**config.mk**
```make
export PLATFORM = sky130hd
export DESIGN_NAME = datapath_rx
export DESIGN_NICKNAME = d
export VERILOG_FILES = /design/src/rtl/uart_pkg.sv /design/src/rtl/rx_baud_counter.sv /design/src/rtl/datapath_rx.sv
export SDC_FILE = /design/constraint.sdc
export NUM_CORES = 1
export LEC_CHECK = 0
export BUFFER_PORTS_ARGS = -buffer_cell sky130_fd_sc_hd__clkbuf_2
export CAP_MARGIN = 10
export CORE_MARGIN = 10
export CORE_UTILIZATION = 50
export CTS_BUF_LIST = sky130_fd_sc_hd__clkbuf_16
export CTS_CLUSTER_DIAMETER = 30
export CTS_CLUSTER_SIZE = 12
export DETAILED_ROUTE_END_ITERATION = 16
export PLACE_DENSITY = 0.74
export SETUP_SLACK_MARGIN = 0.4
export SLEW_MARGIN = 20
export SYNTH_ARGS = -nofsm -noshare
export SYNTH_HDL_FRONTEND = slang
export SYNTH_SLANG_ARGS = --single-unit
```
**constraint.sdc**
```tcl
create_clock -name clk -period 2 [get_ports clk]
set_input_delay 0.1 -clock clk [delete_from_list [all_inputs] [get_ports clk]]
set_output_delay 0.1 -clock clk [all_outputs]
set_load 0.02 [all_outputs]
```
**src/rtl/uart_pkg.sv**
```systemverilog
// Shared UART definitions: receive phase encoding, default frame geometry and line levels.
package uart_pkg;

  typedef enum logic [2:0] {
    IDLE,
    START,
    DATA,
    STOP,
    FINISH
  } phase_t;

  localparam int unsigned CLKS_PER_BIT_DEF = 16;
  localparam int unsigned DATA_BITS_DEF    = 8;
  localparam logic        UART_IDLE_LEVEL  = 1'b1;

endpackage

```
**src/rtl/rx_baud_counter.sv**
```systemverilog
// Baud timing for the RX datapath: ticks at the half-bit point in half mode,
// otherwise at the end of each full bit period.
module rx_baud_counter
  import uart_pkg::*;
#(
  parameter int unsigned CLKS_PER_BIT = CLKS_PER_BIT_DEF
) (
  input  logic clk,
  input  logic reset,
  input  logic i_clear,
  input  logic i_half_mode,
  output logic o_tick
);

  localparam int unsigned CW = $clog2(CLKS_PER_BIT);
  localparam logic [CW-1:0] HALF_LAST = CW'(CLKS_PER_BIT / 2 - 1);
  localparam logic [CW-1:0] FULL_LAST = CW'(CLKS_PER_BIT - 1);

  logic [CW-1:0] r_cnt;

  assign o_tick = (r_cnt == (i_half_mode ? HALF_LAST : FULL_LAST));

  always_ff @(posedge clk or posedge reset) begin
    if (reset) begin
      r_cnt <= '0;
    end else if (i_clear || o_tick) begin
      r_cnt <= '0;
    end else begin
      r_cnt <= r_cnt + 1'b1;
    end
  end

endmodule

```
**src/rtl/datapath_rx.sv**
```systemverilog
// UART receive datapath: mid-bit sampling, LSB-first shift-in and stop-bit check,
// reporting frame completion to the RX controller and received words to the consumer.
module datapath_rx
  import uart_pkg::*;
#(
  parameter int unsigned CLKS_PER_BIT = CLKS_PER_BIT_DEF,
  parameter int unsigned DATA_BITS    = DATA_BITS_DEF
) (
  input  logic                 clk,
  input  logic                 reset,
  input  logic                 serial_in,
  input  logic                 en,
  output logic                 done_rx,
  output logic [DATA_BITS-1:0] data_out,
  output logic                 data_valid,
  output logic                 frame_err
);

  localparam int unsigned BW = $clog2(DATA_BITS + 1);
  localparam logic [BW-1:0] LAST_BIT = BW'(DATA_BITS - 1);

  phase_t               r_phase;
  phase_t               w_phase_next;
  logic [BW-1:0]        r_bit_cnt;
  logic [DATA_BITS-1:0] r_shift;
  logic [DATA_BITS-1:0] r_data_out;
  logic                 r_done_rx;
  logic                 r_data_valid;
  logic                 r_frame_err;
  logic                 r_idle_hold;

  logic w_tick;
  logic w_clear;
  logic w_half_mode;
  logic w_shift_en;
  logic w_stop_sample;

  rx_baud_counter #(
    .CLKS_PER_BIT(CLKS_PER_BIT)
  ) u_baud (
    .clk        (clk),
    .reset      (reset),
    .i_clear    (w_clear),
    .i_half_mode(w_half_mode),
    .o_tick     (w_tick)
  );

  always_ff @(posedge clk or posedge reset) begin
    if (reset) begin
      r_phase <= IDLE;
    end else begin
      r_phase <= w_phase_next;
    end
  end

  always_comb begin
    w_phase_next = r_phase;
    case (r_phase)
      IDLE:    if (en && !r_idle_hold) w_phase_next = START;
      START: begin
        if (!en)         w_phase_next = IDLE;
        else if (w_tick) w_phase_next = (serial_in == UART_IDLE_LEVEL) ? FINISH : DATA;
      end
      DATA: begin
        if (!en)                                 w_phase_next = IDLE;
        else if (w_tick && r_bit_cnt == LAST_BIT) w_phase_next = STOP;
      end
      STOP: begin
        if (!en)         w_phase_next = IDLE;
        else if (w_tick) w_phase_next = FINISH;
      end
      FINISH:  w_phase_next = IDLE;
      default: w_phase_next = IDLE;
    endcase
  end

  // The baud counter keeps running from cycle 0 so the start sample lands on cycle H-1.
  always_comb begin
    w_clear       = 1'b1;
    w_half_mode   = 1'b0;
    w_shift_en    = 1'b0;
    w_stop_sample = 1'b0;
    case (r_phase)
      IDLE:  w_clear = !(en && !r_idle_hold);
      START: begin
        w_clear     = !en;
        w_half_mode = 1'b1;
      end
      DATA: begin
        w_clear    = !en;
        w_shift_en = en && w_tick;
      end
      STOP: begin
        w_clear       = !en;
        w_stop_sample = en && w_tick;
      end
      default: w_clear = 1'b1;
    endcase
  end

  always_ff @(posedge clk or posedge reset) begin
    if (reset) begin
      r_bit_cnt    <= '0;
      r_shift      <= '0;
      r_data_out   <= '0;
      r_done_rx    <= 1'b0;
      r_data_valid <= 1'b0;
      r_frame_err  <= 1'b0;
      r_idle_hold  <= 1'b0;
    end else begin
      if (w_phase_next != DATA) begin
        r_bit_cnt <= '0;
      end else if (w_shift_en) begin
        r_bit_cnt <= r_bit_cnt + 1'b1;
      end
      if (w_shift_en) begin
        r_shift <= {serial_in, r_shift[DATA_BITS-1:1]};
      end
      if (w_stop_sample && serial_in == UART_IDLE_LEVEL) begin
        r_data_out <= r_shift;
      end
      r_data_valid <= w_stop_sample && (serial_in == UART_IDLE_LEVEL);
      r_frame_err  <= w_stop_sample && (serial_in != UART_IDLE_LEVEL);
      r_done_rx    <= (w_phase_next == FINISH);
      r_idle_hold  <= (r_phase == FINISH);
    end
  end

  assign done_rx    = r_done_rx;
  assign data_out   = r_data_out;
  assign data_valid = r_data_valid;
  assign frame_err  = r_frame_err;

endmodule

```
==> out/qor.csv, run 1 <==
metric,value,unit
status,finished clean,
async_reset_ff_frac,1.00,
rows,18,
clock_skew,8.92,ps
critPathCaptureType,register,
finalWeightedCongestion,0.765,
syn_inst,104,
holdPathStages,2,
power-per-cell-area,805,nW/um2
timing.final.crit_share,0.816,
first_pass_iters,4,
insertion_delay,280,ps
design.die.area,5170,um2
cp-start-kind,register,
cts_buffers,5,
r2r-end,r_bit_cnt[1],
dp_cells,147,
dr.first_iter.drc_count,69,
antenna_cells,0,
worstPathRequired,2150,ps
synth_seq_cells,31,
hpwl,1.61,mm
fp.dieW,71.9,um
nets,142,
min_from,serial_in,
ys_types,27,
wl_met1,1.16,mm
track_usage,0.114,
grt_pass1_wl,4.57,mm
worst-r2r-cell-count,5,
min_period,1630,ps
critPathMaxFanout,5,
initial_core_util,0.534,
netlist_area,1350,um2
syn_nets,110,
cts_tree,built,
setup_viol,0,
seq_area,778,um2
yosysWarnings,0,
syn_avg_cell_area,13.0,um2
drv_cap,0,
antenna_found_initial,0,
grt_max_degree,32,
r2r-start,u_baud.r_cnt[1],
max_freq,0.613,GHz
area_growth,29.7,%
port_buffers,14,
synthTopCellsByArea,"dfrtp_1 (58%), mux2_2 (13%), xnor2_1 (2.6%), nor2_1 (2.5%), nor3_4 (2.4%)",
ant_nets,0,
instances_no_fill,166,
ff2ff_setup_slack,370,ps
multi_input_area,598,um2
n_fill_cell,161,
ys_seq_area_frac,0.576,
num_vias,914,
root_buffer,clkbuf_16,
wl_met3,174,um
core_area,2520,um2
drv_slew,0,
clk_pin_slew,50,ps
hold_path_end,frame_err,
fp.dieH,71.9,um
synth_top_area_share,0.576,
setup_tns,0,ps
hold_viol,0,
clockBufferDepth,2,
hp-class,in -> reg,
io_pins,15,
overflow,0,
dr_wl_met2,1.39,mm
irDropWorstVdd,0.909,mV
max_slew_margin,0.748,
post-route-drc-count,0,
cts_num_sinks,31,
rsz0062_at_grt,true,
vias_per_cell,5.51,
drt_wl_total,2.76,mm
drive_gt1_frac,0.471,
yosys.cell_count.top_type,dfrtp_1,
p_leak,0.843,nW
worstMarginPinSlew,375,ps
crit_arrival,1780,ps
fin_total_pwr,1.41,mW
dr.max_layer_used,met4,
criticalPathCategory,reg -> reg,
synthFlopType,dfrtp_1,
synth_area_leader_cell,dfrtp_1,
ys_top_cells_by_count,"dfrtp_1 (31), mux2_2 (16), nor2_1 (9), inv_1 (5), nor4_1 (5)",
synth-edff-count,0,
grt_pass1_vias,953,
wl_per_cell,16.6,um
htree_num_levels,2,
critical path: stages, from the launching register on:
cell and delay [ps]:
dfrtp_1 390, ha_4 180, nand4_4 160, or4b_4 590, o211ai_4 130, nor2_1 70
sequential cells by signal, indices dropped and copies added (netlist names):
| register | flops |
|---|---|
| data_valid | 1 |
| r_bit_cnt | 4 |
| done_rx | 1 |
| frame_err | 1 |
| u_baud.r_cnt | 4 |
| r_shift | 8 |
| r_idle_hold | 1 |
| r_phase | 3 |
| data_out | 8 |
how the worst max path moves through the flow:
| stage | from | endpoint | cells past startpoint |
|---|---|---|---|
| detailed placement | u_baud.r_cnt[0] | r_shift[6] | 4 |
| global placement | r_phase[2] | r_shift[5] | 3 |
| finish | u_baud.r_cnt[1] | r_bit_cnt[1] | 5 |
| floorplan | u_baud.r_cnt[0] | r_shift[7] | 4 |
| global route | u_baud.r_cnt[1] | r_bit_cnt[1] | 5 |
| CTS | u_baud.r_cnt[1] | r_bit_cnt[1] | 5 |
metrics by stage:
stage / utilization / instance area [um2] / hold WS (ps) / setup WS, ps
floorplan: - / 1360 / 173 / 423
global placement: 0.582 / 1470 / 166 / 292
detailed placement: 0.582 / 1470 / 181 / 258
CTS: 0.688 / 1740 / 70.8 / 396
global route: 0.693 / 1750 / 77.5 / 309
finish: 0.693 / 1750 / 86.5 / 368
area by class of cell:
| type | instances | area share |
|---|---|---|
| inverters | 5 | 0.0107 |
| well taps | 30 | 0.0215 |
| clock inverters | 2 | 0.00501 |
| clock buffers | 5 | 0.0716 |
| repair buffers | 28 | 0.104 |
| flip-flops and latches | 31 | 0.445 |
| multi-input cells | 65 | 0.342 |
cell usage in the layout, fill, tap and decap left out, types with 3 or more instances in the layout:
master     instances
mux2_2            16
xnor2_1            4
inv_1              5
nor2_1             9
nor4_1             4
dfrtp_1           29
clkbuf_16          5
buf_4             12
clkbuf_2          14
nand2_1            3
routing by layer:
layer | global-route usage | vias up
met1 | 0.126 | 458
met5 | 0 | -
met2 | 0.179 | 25
met4 | 0.0602 | 0
li1 | - | 427
met3 | 0.0544 | 4
power breakdown:
group          total (mW)  internal [mW]  switching, mW
clock               0.692          0.445          0.247
combinational      0.0643         0.0254         0.0388
sequential          0.650          0.637         0.0137
logic make-up after synthesis:
group,Yosys count,synth area share
buf+inv,8,0.0251
simple gates,31,0.157
mux,17,0.141
flops,31,0.576
fa+ha+maj,2,0.0186
xor+xnor,6,0.0390
compound gates,9,0.0436
what timing repair did:
action / in CTS / in global routing
pin swaps: 9 / 3
setup endpoints to repair: 21 / 23
hold buffers: 1 / 0
endpoints found under the hold margin: 31 / 0
buffers inserted: 11 / 0
resized for setup: 7 / 5
No activity file was read; power rests on OpenSTA's default activity.
==> inputs of run 2 (changes only) <==
- ABC_AREA: not set -> 1
- PLACE_DENSITY: 0.74 -> 0.76
- clock period: 2 -> 1.4 ns (I/O delays scaled with it)
==> run 2 against run 1 <==
  * The flow now finishes with violations (setup timing)
  * Critical path type unchanged
  * Count of clock-buffer cells in the layout unchanged
  * Routed wire length is 14% higher
  * Via count increased by 29%
  * First-iteration DRC count is 22% higher
  * Critical endpoint is now data_out[7]
==> out/qor.csv, run 2 <==
metric,value,unit,change
final_common_cell,nand2_1,,
criticalPathCategory,reg -> reg,,
crit_family,simple AND/OR/NAND/NOR gates,,
drv_slew,0,,unchanged
crit_buf_inv,1,,+1
design.die.area,5330,um2,+3.1%
overflow,0,,unchanged
mostFrequentLayoutCells,"nand2_1 (46), dfrtp_1 (30), buf_4 (19)",,
hp-class,in -> reg,,
clock_skew,3.37,ps,-5.55 ps
grt_pass1_vias,1132,,+19%
violations,setup timing,,
rows,19,,+1
setup_viol,21,,+21
track_usage,0.124,,+0.0102
cts_tree,built,,
hold_viol,0,,unchanged
r2r-start,r_phase[0],,
synthFlopType,dfrtp_1,,
min_period,1540,ps,-92.7 ps
antenna_found_initial,0,,unchanged
synth_top_area_share,0.552,,-0.0241
crit_arrival,1750,ps,-30 ps
drive_gt1_frac,0.385,,-0.0852
fp.dieW,73.0,um,+1.6%
num_vias,1177,,+29%
critPathCaptureType,register,,
io_pins,15,,unchanged
crit_start,r_phase[0],,
grt_pass1_wl,5.18,mm,+13%
syn_inst,160,,+54%
hold_slack,9.04,ps,-77.5 ps
synth_seq_cells,31,,unchanged
grt_max_degree,32,,unchanged
drt_wl_total,3.15,mm,+14%
wl_per_cell,13.3,um,-20%
status,"finished, violations left",,
timing.final.crit_share,1.10,,+0.283
post-route-drc-count,0,,unchanged
worstPathRequired,1620,ps,-530 ps
clock_power_share,0.483,,-0.009
cts_buffers,5,,unchanged
initial_core_util,0.514,,-0.0198
port_buffers,14,,unchanged
p_leak,1.06,nW,+26%
ant_nets,0,,unchanged
layout_setup_ws,-139,ps,-507 ps
syn_nets,166,,+51%
rsz0062_at_grt,true,,
seqPwrFrac,0.434,,-0.028
min_from,serial_in,,
max_freq,0.650,GHz,+6.0%
worstMarginPinSlew,497,ps,+122 ps
fin_util,0.714,,+0.0205
drv_cap,0,,unchanged
pre_cts_ws,-87.7,ps,-346 ps
net-switching-power,0.482,mW,+61%
irDropWorstVdd,1.36,mV,+50%
ys_seq_area_frac,0.552,,-0.0241
dr.first_iter.drc_count,84,,+22%
clk_pin_slew,50,ps,about the same
htree_num_levels,2,,unchanged
insertion_delay,280,ps,about the same
synth-edff-count,0,,unchanged
root_buffer,clkbuf_16,,
crit_slowest_cell,dfrtp_1,,
hpwl,1.99,mm,+24%
syn_avg_cell_area,8.79,um2,-32%
nets,210,,+48%
yosysWarnings,0,,unchanged
finalWeightedCongestion,0.894,,+17%
yosys.cell_count.top_type,nand2_1,,
ys_top_cells_by_count,"nand2_1 (51), dfrtp_1 (31), inv_1 (17), nor2_1 (17), o21ai_1 (9)",,
fin_total_pwr,2.11,mW,+50%
critPathMaxFanout,6,,+1
async_reset_ff_frac,1.00,,unchanged
vias_per_cell,4.99,,-9.4%
synth_area_leader_cell,dfrtp_1,,
cp_slowest_stage_delay,410,ps,-180 ps
synthTopCellsByArea,"dfrtp_1 (55%), nand2_1 (14%), inv_1 (4.5%), nor2_1 (4.5%), o21ai_1 (3.2%)",,
clockBufferDepth,2,,unchanged
combPwrFrac,0.083,,+0.037
final_area,1950,um2,+12%
path_cells,"inv_2, nor2_4, nand3_2, nand2_4, nand3_4, nand3b_4, nor2_4, nand2_1, nand2_1",,
power-per-cell-area,1080,nW/um2,+35%
ff2ff_setup_slack,-140,ps,-510 ps
core_area,2730,um2,+8.4%
antenna_cells,0,,unchanged
max_slew_margin,0.667,,-0.0810
first_pass_iters,4,,unchanged
netlist_area,1410,um2,+4.4%
fp.dieH,73.0,um,+1.6%
p_sw_frac,0.228,,+0.0150
cts_num_sinks,31,,unchanged
ys_types,22,,-19%
p_int,1.63,mW,+47%
area_growth,38.7,%,
cp-start-kind,register,,
dpl_cell_area,1590,um2,+8.6%
-- run 2: worst paths after layout --
check                                    to  cells after the start
min in group asynchronous       data_out[2]                      4
worst min-delay path              frame_err                      2
max in group asynchronous        r_phase[1]                      4
worst max register to register  data_out[7]                      9
worst min register to register  data_out[3]                      2
worst max-delay path            data_out[7]                      9
-- run 2: timing repair --
action | CTS | global route
hold endpoints to repair | 32 | 0
setup endpoints to repair | 30 | 30
hold buffers | 1 | 0
gates resized for setup | 14 | 13
pin swaps | 7 | 10
buffers inserted | 6 | 6
cloned | 2 | 0
-- run 2: routing by layer --
metal / vias up / global-route usage / part of all wire
li1: 587 / - / -
met1: 559 / 0.141 / 0.41
met2: 26 / 0.195 / 0.51
met3: 5 / 0.0531 / 0.065
met4: 0 / 0.0612 / 0.015
met5: - / 0 / 0
-- run 2: area by class of cell --
class	count	area (um2)
fill	185	783
sequential	31	777
multi-input combinational	109	661
timing repair buffer	36	254
clock buffer	5	125
inverter	21	78.8
tap	31	38.8
clock inverter	3	16.3
-- run 2: cells by family after synthesis --
family / share of synthesized area
buf+inv: 0.0614
flops: 0.552
compound gates: 0.0587
xor+xnor: 0.00623
simple gates: 0.304
fa+ha+maj: 0.0178
-- run 2: power by group through the flow --
stage | clock network (mW) | logic [mW] | registers (mW)
after floorplan | 0 | 0.0786 | 0.930
after global placement | 0 | 0.113 | 0.930
after detailed placement | 0 | 0.117 | 0.931
after CTS | 1.04 | 0.146 | 0.916
after global routing | 1.09 | 0.196 | 0.917
final | 1.02 | 0.176 | 0.917
-- run 2: through the flow --
| stage | std cells | TNS, ps |
|---|---|---|
| final | 236 | -2170 |
| after global placement | 213 | -50.8 |
| after floorplan | 160 | 0 |
| after CTS | 230 | -474 |
| after global routing | 236 | -4010 |
| after detailed placement | 213 | -737 |
